## src/rtl/udp_rx_pkg.sv

```systemverilog
// Shared definitions for the UDP receive path: parser states and the fixed
// protocol constants the parser matches against.
package udp_rx_pkg;

  typedef enum logic [2:0] {
    IDLE,
    PREAMBLE,
    ETH_HEAD,
    IP_HEAD,
    UDP_HEAD,
    RX_DATA,
    RX_END
  } state_t;

  localparam logic [7:0]  PREAMBLE_BYTE = 8'h55;
  localparam logic [7:0]  SFD_BYTE      = 8'hD5;
  localparam logic [15:0] ETH_TYPE_IP   = 16'h0800;
  localparam logic [7:0]  IP_PROTO_UDP  = 8'd17;
  localparam int          ETH_HEAD_LEN  = 14;
  localparam int          UDP_HEAD_LEN  = 8;

endpackage

```

## src/rtl/rx_word_pack.sv

```systemverilog
// Packs payload bytes big-endian into 32-bit words. A word is emitted after
// its 4th byte, or early when 'last' marks the final byte (left-aligned,
// unused low bytes zero). 'clr' drops any partially collected word.
// Ports:
//   clk, rst_n         clock, async active-low reset
//   clr                discard partial word
//   byte_vld, last     payload byte strobe / this byte ends the payload
//   data_byte          payload byte
//   word_en, word      registered one-cycle strobe and held packed word
module rx_word_pack (
  input  logic        clk,
  input  logic        rst_n,
  input  logic        clr,
  input  logic        byte_vld,
  input  logic        last,
  input  logic [7:0]  data_byte,
  output logic        word_en,
  output logic [31:0] word
);

  logic [1:0]  idx;
  logic [31:0] acc;
  logic [31:0] acc_nxt;

  always_comb begin
    acc_nxt = acc;
    case (idx)
      2'd0: acc_nxt[31:24] = data_byte;
      2'd1: acc_nxt[23:16] = data_byte;
      2'd2: acc_nxt[15:8]  = data_byte;
      default: acc_nxt[7:0] = data_byte;
    endcase
  end

  always_ff @(posedge clk or negedge rst_n) begin
    if (!rst_n) begin
      idx     <= '0;
      acc     <= '0;
      word    <= '0;
      word_en <= 1'b0;
    end else begin
      word_en <= 1'b0;
      if (clr) begin
        idx <= '0;
        acc <= '0;
      end else if (byte_vld) begin
        if (idx == 2'd3 || last) begin
          // acc is cleared after every emit so a short final word is zero-filled
          word    <= acc_nxt;
          word_en <= 1'b1;
          acc     <= '0;
          idx     <= '0;
        end else begin
          acc <= acc_nxt;
          idx <= idx + 2'd1;
        end
      end
    end
  end

endmodule

```

## src/rtl/udp_rx.sv

```systemverilog
// GMII UDP receiver: strips preamble, Ethernet, IPv4 and UDP headers,
// filters on destination MAC (unicast or broadcast), EtherType, IP version,
// protocol and destination IP, and delivers the payload as 32-bit words.
// Ports:
//   clk, rst_n               GMII rx clock, async active-low reset
//   gmii_rx_dv, gmii_rxd     receive data valid and byte
//   rec_en, rec_data         payload word strobe and held word
//   rec_pkt_done             strobe with the final word of an accepted packet
//   rec_byte_num             payload length of the last completed packet
module udp_rx
  import udp_rx_pkg::*;
#(
  parameter logic [47:0] BOARD_MAC = 48'h00_11_22_33_44_55,
  parameter logic [31:0] BOARD_IP  = {8'd192, 8'd168, 8'd1, 8'd10}
) (
  input  logic        clk,
  input  logic        rst_n,
  input  logic        gmii_rx_dv,
  input  logic [7:0]  gmii_rxd,
  output logic        rec_en,
  output logic [31:0] rec_data,
  output logic        rec_pkt_done,
  output logic [15:0] rec_byte_num
);

  state_t      state;
  logic [15:0] cnt;
  logic [15:0] data_len;
  logic [5:0]  ip_hlen;
  logic [39:0] da;

  logic [47:0] mac;
  logic [15:0] udp_len;
  logic [7:0]  ip_exp;
  logic        byte_vld;
  logic        last_byte;

  // First five destination MAC bytes are shifted in; the sixth is live.
  assign mac       = {da, gmii_rxd};
  // UDP length high byte is parked in data_len[7:0] until the low byte arrives.
  assign udp_len   = {data_len[7:0], gmii_rxd};
  assign byte_vld  = (state == RX_DATA) && gmii_rx_dv;
  assign last_byte = (cnt == data_len - 16'd1);

  always_comb begin
    case (cnt[1:0])
      2'd0:    ip_exp = BOARD_IP[31:24];
      2'd1:    ip_exp = BOARD_IP[23:16];
      2'd2:    ip_exp = BOARD_IP[15:8];
      default: ip_exp = BOARD_IP[7:0];
    endcase
  end

  always_ff @(posedge clk or negedge rst_n) begin
    if (!rst_n) begin
      state        <= IDLE;
      cnt          <= '0;
      data_len     <= '0;
      ip_hlen      <= '0;
      da           <= '0;
      rec_pkt_done <= 1'b0;
      rec_byte_num <= '0;
    end else begin
      rec_pkt_done <= 1'b0;
      if (!gmii_rx_dv) begin
        // dv low aborts any frame in progress and ends RX_END
        state <= IDLE;
        cnt   <= '0;
      end else begin
        case (state)
          IDLE: begin
            cnt <= '0;
            if (gmii_rxd == PREAMBLE_BYTE) state <= PREAMBLE;
          end
          PREAMBLE: begin
            if (gmii_rxd == PREAMBLE_BYTE && cnt < 16'd6) begin
              cnt <= cnt + 16'd1;
            end else if (gmii_rxd == SFD_BYTE && cnt == 16'd6) begin
              state <= ETH_HEAD;
              cnt   <= '0;
            end else begin
              state <= RX_END;
            end
          end
          ETH_HEAD: begin
            cnt <= cnt + 16'd1;
            if (cnt < 16'd5) da <= {da[31:0], gmii_rxd};
            if (cnt == 16'd5 && mac != BOARD_MAC && mac != 48'hFFFF_FFFF_FFFF)
              state <= RX_END;
            else if (cnt == 16'd12 && gmii_rxd != ETH_TYPE_IP[15:8])
              state <= RX_END;
            else if (cnt == 16'(ETH_HEAD_LEN - 1)) begin
              cnt <= '0;
              if (gmii_rxd != ETH_TYPE_IP[7:0]) state <= RX_END;
              else                              state <= IP_HEAD;
            end
          end
          IP_HEAD: begin
            cnt <= cnt + 16'd1;
            if (cnt == 16'd0) begin
              ip_hlen <= {gmii_rxd[3:0], 2'b00};
              // IHL below 5 cannot hold the fields checked below
              if (gmii_rxd[7:4] != 4'd4 || gmii_rxd[3:0] < 4'd5) state <= RX_END;
            end else if (cnt == 16'd9 && gmii_rxd != IP_PROTO_UDP) begin
              state <= RX_END;
            end else if (cnt >= 16'd16 && cnt <= 16'd19 && gmii_rxd != ip_exp) begin
              state <= RX_END;
            end else if (cnt == {10'd0, ip_hlen} - 16'd1) begin
              state <= UDP_HEAD;
              cnt   <= '0;
            end
          end
          UDP_HEAD: begin
            cnt <= cnt + 16'd1;
            if (cnt == 16'd4) begin
              data_len <= {8'd0, gmii_rxd};
            end else if (cnt == 16'd5) begin
              if (udp_len < 16'(UDP_HEAD_LEN)) state <= RX_END;
              else data_len <= udp_len - 16'(UDP_HEAD_LEN);
            end else if (cnt == 16'(UDP_HEAD_LEN - 1)) begin
              cnt <= '0;
              if (data_len == 16'd0) begin
                rec_pkt_done <= 1'b1;
                rec_byte_num <= '0;
                state        <= RX_END;
              end else begin
                state <= RX_DATA;
              end
            end
          end
          RX_DATA: begin
            cnt <= cnt + 16'd1;
            if (last_byte) begin
              // lines up with the packer's final word strobe
              rec_pkt_done <= 1'b1;
              rec_byte_num <= data_len;
              state        <= RX_END;
            end
          end
          RX_END: state <= RX_END;
          default: state <= IDLE;
        endcase
      end
    end
  end

  rx_word_pack u_pack (
    .clk       (clk),
    .rst_n     (rst_n),
    .clr       (!gmii_rx_dv),
    .byte_vld  (byte_vld),
    .last      (last_byte),
    .data_byte (gmii_rxd),
    .word_en   (rec_en),
    .word      (rec_data)
  );

endmodule

```

## config.mk

```make
export PLATFORM = sky130hd
export DESIGN_NAME = udp_rx
export DESIGN_NICKNAME = d
export VERILOG_FILES = /design/src/rtl/udp_rx_pkg.sv /design/src/rtl/rx_word_pack.sv /design/src/rtl/udp_rx.sv
export SDC_FILE = /design/constraint.sdc
export NUM_CORES = 1
export LEC_CHECK = 0
export ABC_AREA = 1
export BUFFER_PORTS_ARGS = -buffer_cell sky130_fd_sc_hd__buf_2
export CORE_MARGIN = 4
export CORE_UTILIZATION = 40
export CTS_BUF_LIST = sky130_fd_sc_hd__clkbuf_4
export CTS_CLUSTER_DIAMETER = 150
export DETAILED_ROUTE_END_ITERATION = 6
export PLACE_DENSITY = 0.65
export SETUP_SLACK_MARGIN = 0.02
export SLEW_MARGIN = 20
export SYNTH_ARGS = -nofsm -noshare
export SYNTH_HDL_FRONTEND = slang
export SYNTH_SLANG_ARGS = --single-unit
export TNS_END_PERCENT = 50
```

## constraint.sdc

```tcl
create_clock -name clk -period 4.7 [get_ports clk]
set_clock_uncertainty 0.1 [all_clocks]
set_input_delay 0.47 -clock clk [delete_from_list [all_inputs] [get_ports clk]]
set_output_delay 0.47 -clock clk [all_outputs]
set_load 0.005 [all_outputs]
```

=== Word level (Yosys, flattened, before mapping) ===
Cells that the tools add are included.

* Add/subtract/negate cells: 5
* Multiply operators: 0
* Div/mod/pow operators: 0
* Order comparisons: 6
* Eq/ne operators: 46
* Shift operators: 0
* Muxes and demuxes: 64
* Bitwise operators: 0
* Reductions and logical operators: 27

{| class="wikitable"
|+ Operators by type and width
! operator !! count
|-
| 16-bit two-way mux || 21
|-
| 32-bit two-way mux || 3
|-
| 16-bit one-hot mux with 6 select lines || 1
|-
| 16-bit by 3-bit == test with 1-bit output (second input constant) || 4
|-
| 3-bit two-way mux || 18
|-
| 16-bit by 4-bit == test with 1-bit output (second input constant) || 3
|-
| 48-bit by 37-bit inequality test with 1-bit output (second input constant) || 1
|-
| 48-bit inequality test (second input constant) || 1
|-
| 16-bit == test || 2
|-
| 16-bit logical NOT || 2
|-
| 16-bit by 3-bit less-than comparator with 1-bit output (second input constant) || 2
|-
| 8-bit two-way mux || 4
|-
| 16-bit one-hot mux with 2 select lines || 1
|-
| 8-bit one-hot mux with 3 select lines || 1
|-
| 3-bit one-hot mux with 7 select lines || 1
|-
| 16-bit by 1-bit adder with 16-bit output (second input constant) || 1
|-
| 16-bit by 5-bit >= comparator with 1-bit output (second input constant) || 1
|-
| 16-bit by 5-bit less-or-equal comparator with 1-bit output (second input constant) || 1
|-
| 16-bit by 4-bit less-than comparator with 1-bit output (second input constant) || 1
|-
| 4-bit inequality test (second input constant) || 4
|-
| 16-bit by 1-bit subtractor with 16-bit output (second input constant) || 1
|-
| 16-bit by 4-bit subtractor with 16-bit output (second input constant) || 1
|-
| 2-bit inequality test (second input constant) || 5
|-
| 3-bit == test (second input constant) || 3
|-
| 34 further kinds || 65
|}

* Bits in registers: 163
* Latch bits: 0
* Bits in writable memories: 0
* Memory bits (read-only): 0
* Input port bits: 11
* Output and inout port bits: 50
* Memories: 0

=== Longest topological paths before layout ===
Gate-level depths: netlist of the first run.

* Depth in word-level cells: 9
* Mapped depth: 18
* Gate-level depth less buffers: 17

=== Hierarchy ===
A second synthesis of the first run with hierarchy kept.

* Cells, all modules: 1451
* Area, all modules: 9977.1 sq um

{| class="wikitable"
|+ Modules (own cells, without submodules)
! module !! times used !! cells an instance !! area each (sq um) !! sequential area each (sq um)
|-
| udp_rx || 1 || 1053 || 6861.6 || 2402.3
|-
| rx_word_pack || 1 || 398 || 3115.5 || 1676.6
|}

=== Worst setup path after synthesis of the first run ===
OpenSTA, ideal clock, no wires.

* Path kind: register -> register
* Start point: register data_len[0]
* End point: register u_pack.word[13]
* Arrival: 2.155 ns
* Slack: 2.318 ns
* Stages on the path, launching flop included: 17
* Path buffers: 3
* Period minus slack after synthesis: 2.382 ns
* Cells stage by stage: dfrtp_1 -> inv_1 -> buf_4 -> ha_1 -> nand2_4 -> nor2_4 -> nand3b_1 -> nand2_1 -> nand3_1 -> nor2_2 -> nand3_2 -> nand2_1 -> nand2_1 -> buf_6 -> buf_6 -> nand2_2 -> o21ai_2

* Word-level cells in the longest chain between the ends: 4

{| class="wikitable"
|+ Ends and longest elaborated chain
! what !! line !! source
|-
| start: declaration || udp_rx.sv:28 || <nowiki>logic [15:0] data_len;</nowiki>
|-
| start signal: assignment || udp_rx.sv:116 || <nowiki>data_len <= {8'd0, gmii_rxd};</nowiki>
|-
| start signal: assignment || udp_rx.sv:119 || <nowiki>else data_len <= udp_len - 16'(UDP_HEAD_LEN);</nowiki>
|-
| 16-bit by 1-bit subtractor with 16-bit output || udp_rx.sv:43 || <nowiki>assign last_byte = (cnt == data_len - 16'd1);</nowiki>
|-
| 16-bit == test || udp_rx.sv:43 ||
|-
| 1-bit logical OR || rx_word_pack.sv:47 || <nowiki>if (idx == 2'd3 || last) begin</nowiki>
|-
| 3-bit AND reduction (no line) || n/a ||
|-
| end signal: assignment || rx_word_pack.sv:49 || <nowiki>word <= acc_nxt;</nowiki>
|-
| end: declaration || rx_word_pack.sv:18 || <nowiki>output logic [31:0] word</nowiki>
|}

Every way passes these cells.
A chain may end at the register's enable or synchronous reset.

=== Worst setup path after layout of the first run ===
* Start point: register data_len[0]
* End point: register u_pack.word[16]

The elaborated chain is that of the path after synthesis.

==> impl_metrics.csv, run 1 <==
group,metric,value,unit
pwr,switching_power,0.00128,W
drt,wirelength,24600,µm
sta,finalMaxSlewViolations,0,
yosys,synthArstFlopShare,1.00,
place,port_buffers,60,
floorplanning,fp.coreArea,22900,µm²
setup_path,worstReg2RegStart,"data_len[0]",
grt,grt_pass1_wl,41000,µm
yosys,yosysSeqAreaShare,0.432,
cts,cts_root_buf,"clkbuf_4",
yosys,ys_ff_latch,163,
place,gp_congestion,0.912,
cts,cts_tree,"done",
pwr,irDropWorstVdd,165,µV
setup_path,cp_slowest_cell,"nand2_2",
grt,overflow,0,
floorplanning,boundaryPins,61,
drt,wire_per_inst,14.8,µm
pwr,p_int,0.00204,W
cells_and_area,drive_gt1_frac,0.129,
sta,tns,0,ns
cts,cts_made_buffers,17,
yosys,synth_area_leaders,"dfrtp_1, nand2_1, o21ai_0",
sta,tightest_slew,0.918,ns
grt,grt_pass1_vias,7908,
cells_and_area,seq_area,4080,µm²
drt,drt-met1-wl,12000,µm
worst_hold_path,hold_start,"gmii_rxd[0]",
worst_hold_path,hp-class,"primary input to flop",
setup_path,critPathTopFamily,"simple AND/OR/NAND/NOR gates",
pwr,p_clk_frac,0.265,
drt,avgViaCountPerCell,5.05,
setup_path,critPathMaxFanout,36,
setup_path,cp-startpoint,"data_len[0]",
sta,relSlewSlack,0.386,
place,place_ws,1.35,ns
cells_and_area,final_nets,1356,
setup_path,crit_buf_inv,2,
grt,grt_use_total,0.193,
drt,vias,8373,
yosys,yosys_warnings,0,
setup_path,cp.required,5.12,ns
cells_and_area,final_cell_area,10300,µm²
setup_path,endpoint_kind,"flop",
pwr,power.density,324,nW/µm²
yosys,synth_top_area_frac,0.432,
place,placed_area,9930,µm²
yosys,syn-num-nets,1317,
yosys,yosys.area.top_type,"dfrtp_1",
floorplanning,rows,55,
drt,met2_length,11000,µm
grt,antenna_found_initial,1,
yosys,syn_area,9440,µm²
yosys,ys_types,40,
place,place_hpwl,17900,µm
drt,drc,0,
cts,cts_setup_buffers,0,
run_status,outcome,"finished clean",
run,cap_violations,0,
drt,dr.max_layer_used,"met4",
setup_path,path_common_cell,"nand2_1",
drt,wl_met3,1210,µm
cts,clk_pin_slew,0.16,ns
drt,first_pass_iters,5,
yosys,synthCells,1293,
setup_path,crit_path_cell_trace,"inv_1, ha_1, nand2_4, nor2_4, nand2_1, nand2_1, nand2_1, nand3_1, nor2_2, nand3_2, nand2_1, nand2_2, buf_4, nand2_1, o21ai_2",
setup_path,arrival,3.83,ns
floorplanning,initial_core_util,0.412,
floorplanning,die_w,162,µm
sta,rsz0062_at_grt,"false",
grt,grt_max_degree,91,
setup_path,critical_path_class,"flop to flop",
yosys,synth-edff-count,0,
setup_path,cp_slowest_stage_delay,0.57,ns
pwr,seqPwrFrac,0.501,
sta,fmax,294,MHz
sta,fin_crit_sh,0.724,
cts,clk_latency,0.58,ns
drt,drt_iter0_markers,686,
pwr,switching_share,0.387,
pwr,pwr-share-comb,0.234,
cts,cts_buffer_depth,2,
setup_path,startpoint_type,"flop",
pwr,p_leak,4.99,nW
floorplanning,die_area,26100,µm²
yosys,yosys_most_used_dff,"dfrtp_1",
yosys,avgSynthCellArea,7.30,µm²
cells_and_area,multi_input_area,4640,µm²
sta,holdWs,0.143,ns
cts,clkSinkCount,163,
sta,setup_viol,0,
cells_and_area,area_delta_synth_final,8.61,%
sta,setup_ws,1.29,ns
floorplanning,die_y,162,µm
sta,period_needed,3.41,ns
drt,ant_nets,0,
sta,finalHoldViolCount,0,
cells_and_area,fill_cells,2319,
cts,htree_levels,4,
[per-layer routing]
| metal | track usage | up-vias |
|---|---|---|
| li1 | - | 4211 |
| met1 | 0.281 | 3933 |
| met2 | 0.302 | 203 |
| met3 | 0.0339 | 26 |
| met4 | 0.0431 | 0 |
| met5 | 0 | - |
[final cells by class]
class	instances	share of cell area
Sequential cell	163	0.398
Clock inverter	15	0.0176
Clock buffer	17	0.0124
Multi-Input combinational cell	955	0.452
Antenna cell	1	0.000244
Timing Repair Buffer	66	0.0345
Tap cell	313	0.0382
Inverter	129	0.0472
[power by group through the flow]
stage | sequential, W | clock (W) | combinational (W)
after floorplan | 0.00166 | 0 | 0.000579
after global placement | 0.00169 | 0 | 0.000762
after detailed placement | 0.00169 | 0 | 0.000775
after CTS | 0.00166 | 0.000907 | 0.000778
after global routing | 0.00169 | 0.000962 | 0.000891
final | 0.00166 | 0.000879 | 0.000777
[worst min-delay path, cell delays in order]
cell     delay [ns]
buf_2          0.17
nand2_1        0.09
o21ai_0        0.07
[flip-flops by register name, summed over array words and instances, names as in the netlist]
signal,cells
rec_pkt_done,1
rec_byte_num,16
cnt,16
u_pack.word_en,1
data_len,16
u_pack.acc,32
u_pack.idx,2
da,40
u_pack.word,32
state,3
ip_hlen,4
[layout by cell type (no fill, tap or decap), types with 3 or more instances in the layout]
cell type    n
inv_6        3
nand3b_1     5
o21ai_2     23
nand3_1     84
nor2_1     147
clkbuf_4    17
inv_2        5
clkinv_8     5
o21ai_1     14
nand2_1    402
nor2_2       6
o21ai_0    125
a21oi_1     15
inv_1      119
clkinv_1     5
nor2_4       5
buf_2       59
nand4_1     24
xor2_1      20
xnor2_1      6
mux2_2      10
buf_4        5
nand2_2     17
ha_1        13
o211ai_1     3
inv_8        3
nor3_1      15
dfrtp_1    163
[path summary, 6_finish.rpt]
kind                                         end  slack (ns)  cells past startpoint
worst min register to register  rec_byte_num[14]        0.39                      2
worst max register to register   u_pack.word[16]        1.29                     15
worst min-delay path                 data_len[0]        0.14                      3
max in group asynchronous                 cnt[1]        3.04                      3
min in group asynchronous                cnt[11]        0.37                      2
worst max-delay path             u_pack.word[16]        1.29                     15
[cell usage after synthesis, types with 5 or more instances]
library cell / n
nand2_1: 403
dfrtp_1: 163
nor2_1: 147
o21ai_0: 125
inv_1: 119
nand3_1: 84
nand4_1: 24
o21ai_2: 23
clkbuf_1: 21
xor2_1: 20
buf_2: 16
nand2_2: 16
a21oi_1: 15
nor3_1: 15
o21ai_1: 14
ha_1: 13
mux2_2: 10
buf_6: 6
nor2_2: 6
xnor2_1: 6
clkinv_1: 5
inv_2: 5
nand3b_1: 5
nor2_4: 5
[cells by family after synthesis]
group,synth area share
fa+ha+maj,0.0172
buf+inv,0.0773
mux,0.0119
flops,0.432
simple gates,0.325
xor+xnor,0.0258
compound gates,0.111
[per-stage QoR]
step | util | total power [W] | instances
final | 0.448 | 0.00332 | 1659
after global routing | 0.448 | 0.00354 | 1659
after CTS | 0.447 | 0.00335 | 1658
after detailed placement | 0.434 | 0.00247 | 1625
after global placement | 0.434 | 0.00245 | 1625
after floorplan | - | 0.00224 | 1293
[repair_timing]
action                    in CTS  in global routing
hold buffers                   1                  0
resized for setup              0                  0
hold endpoints to repair      88                  0
Power figures use the tool's default switching activity.
==> run 2, diff against run 1 <==
Settings changed: PLACE_DENSITY 0.65 to 0.67.
Clock period 4.7 ns to 2.9 ns, I/O delays scaled along.
==> impl_metrics.csv, run 2 (synthesis gave the netlist of run 1 again) <==
group,metric,value,unit
run_status,outcome,"finished clean",
setup_path,rrSetupSlack,0.20,ns
floorplanning,initial_core_util,0.412,
run,cap_violations,0,
sta,finalMaxSlewViolations,0,
worst_hold_path,hp-class,"primary input to flop",
setup_path,critPathTopFamily,"simple AND/OR/NAND/NOR gates",
cells_and_area,final_nets,1387,
cells_and_area,drive_gt1_frac,0.145,
pwr,p_leak,5.18,nW
place,gp_congestion,0.931,
sta,tns,0,ns
setup_path,cp-startpoint,"cnt[0]",
floorplanning,die_w,162,µm
place,port_buffers,60,
grt,grt_pass1_vias,8113,
sta,tightest_slew,0.555,ns
pwr,power.density,533,nW/µm²
setup_path,cp.required,3.25,ns
drt,wire_per_inst,14.7,µm
sta,setup_ws,0.204,ns
setup_path,reg2reg_depth,16,
sta,fmax,371,MHz
cts,cts_root_buf,"clkbuf_4",
cells_and_area,area_delta_synth_final,12.3,%
place,place_ws,0.279,ns
setup_path,cp_slowest_cell,"dfrtp_1",
drt,drc,0,
drt,wirelength,24900,µm
sta,rsz0062_at_grt,"false",
setup_path,critical_path_class,"flop to flop",
setup_path,startpoint_type,"flop",
setup_path,r2r-end,"cnt[2]",
cells_and_area,largest_reg_flops,40,
cts,clk_latency,0.59,ns
floorplanning,die_area,26100,µm²
pwr,irDropWorstVdd,303,µV
setup_path,worstSetupEndpoint,"cnt[2]",
sta,relSlewSlack,0.630,
drt,ant_nets,0,
cts,cts_setup_buffers,0,
cells_and_area,top_register,"da",
setup_path,arrival,3.05,ns
setup_path,cp_slowest_stage_delay,0.51,ns
floorplanning,fp.coreArea,22900,µm²
cells_and_area,reg_top3,"da (40), u_pack.acc (32), u_pack.word (32)",
cells_and_area,fin_util,0.463,
setup_path,path_depth,16,
cells_and_area,final_cell_mix,"nand2_1, dfrtp_1, nor2_1",
cts,clk_pin_slew,0.16,ns
floorplanning,rows,55,
setup_path,worstReg2RegStart,"cnt[0]",
sta,finalHoldViolCount,0,
grt,grt_max_degree,71,
drt,vias,8513,
floorplanning,die_y,162,µm
setup_path,endpoint_kind,"flop",
cts,cts_tree,"done",
grt,grt_pass1_wl,41500,µm
drt,drt_iter0_markers,699,
sta,period_needed,2.70,ns
worst_hold_path,min_path_cells,4,
sta,setup_viol,0,
grt,antenna_found_initial,1,
grt,overflow,0,
setup_path,critPathMaxFanout,15,
place,place_hpwl,18300,µm
cells_and_area,final_cell_area,10600,µm²
sta,fin_crit_sh,0.930,
drt,avgViaCountPerCell,5.04,
place,placed_area,10200,µm²
setup_path,crit_buf_inv,3,
cts,cts_buffer_depth,2,
setup_path,crit_path_cell_trace,"inv_1, ha_1, inv_1, nand2_1, nand2_1, nor2_1, nand3_1, o21bai_1, nand2_1, nand2_1, nand2_1, nor2_1, nand2_1, buf_12, nand3_1, o21ai_0",
drt,first_pass_iters,5,
cts,cts_made_buffers,17,
cts,clkSinkCount,163,
floorplanning,boundaryPins,61,
cts,htree_levels,4,
cells_and_area,layout_commonest_cell,"nand2_1",
setup_path,path_common_cell,"nand2_1",
grt,grt_use_total,0.194,
==> run 2: changes by cell type in the layout (fill, tap and decap cells not counted) <==
| cell | previous run | this run |
|---|---|---|
| buf_12 | 0 | 4 |
| inv_8 | 3 | 4 |
| inv_6 | 3 | 1 |
| dlygate4sd3_1 | 1 | 6 |
| buf_4 | 5 | 27 |
| bufinv_16 | 0 | 2 |
| clkinv_2 | 1 | 0 |
==> run 2: tightest hold or removal path: stages <==
cell and delay [ns]:
buf_2 0.16, xor2_1 0.11, nand2_1 0.06, o21ai_0 0.07
==> run 2: worst min path at each step <==
stage	startpoint	endpoint	slack, ns
after global routing	gmii_rxd[3]	da[3]	0.02
final	gmii_rxd[7]	data_len[7]	0.04
after global placement	rst_n	rec_pkt_done	0.18
after floorplan	rst_n	cnt[0]	-0.11
after detailed placement	rst_n	cnt[11]	0.19
after CTS	gmii_rxd[3]	da[3]	0.008
==> run 2: final cells by class <==
| class | count | area, µm² |
|---|---|---|
| Clock inverter | 15 | 229 |
| Inverter | 129 | 484 |
| Tap cell | 313 | 392 |
| Sequential cell | 163 | 4080 |
| Multi-Input combinational cell | 955 | 4640 |
| Timing Repair Buffer | 97 | 649 |
| Antenna cell | 1 | 2.50 |
| Clock buffer | 17 | 128 |
| Fill cell | 2325 | 12300 |
==> run 2: where the power goes <==
part | internal, W | switching (W) | total [W]
sequential | 0.00250 | 0.000200 | 0.00270
clock | 0.000585 | 0.00100 | 0.00159
combinational | 0.000473 | 0.000890 | 0.00136
total | 0.00356 | 0.00209 | 0.00565
==> run 2: metal layers <==
metal  GRT usage  vias up  share of wire
met5           0        -              0
met4      0.0481        0          0.015
met3      0.0291       28          0.058
met2       0.310      240           0.46
met1       0.280     3976           0.47
li1            -     4269              -
==> run 2: repair_timing <==
item / 4_1_cts / 5_1_grt
hold endpoints to repair: 65 / 0
hold buffers: 6 / 0
resized for setup: 0 / 0
==> run 2: metrics by stage <==
step,cells,hold slack [ns],power [W]
floorplan,1293,-0.106,0.00362
global placement,1651,0.181,0.00406
detailed placement,1651,0.186,0.00409
CTS,1689,0.00775,0.00569
global route,1690,0.0154,0.00603
finish,1690,0.0421,0.00565
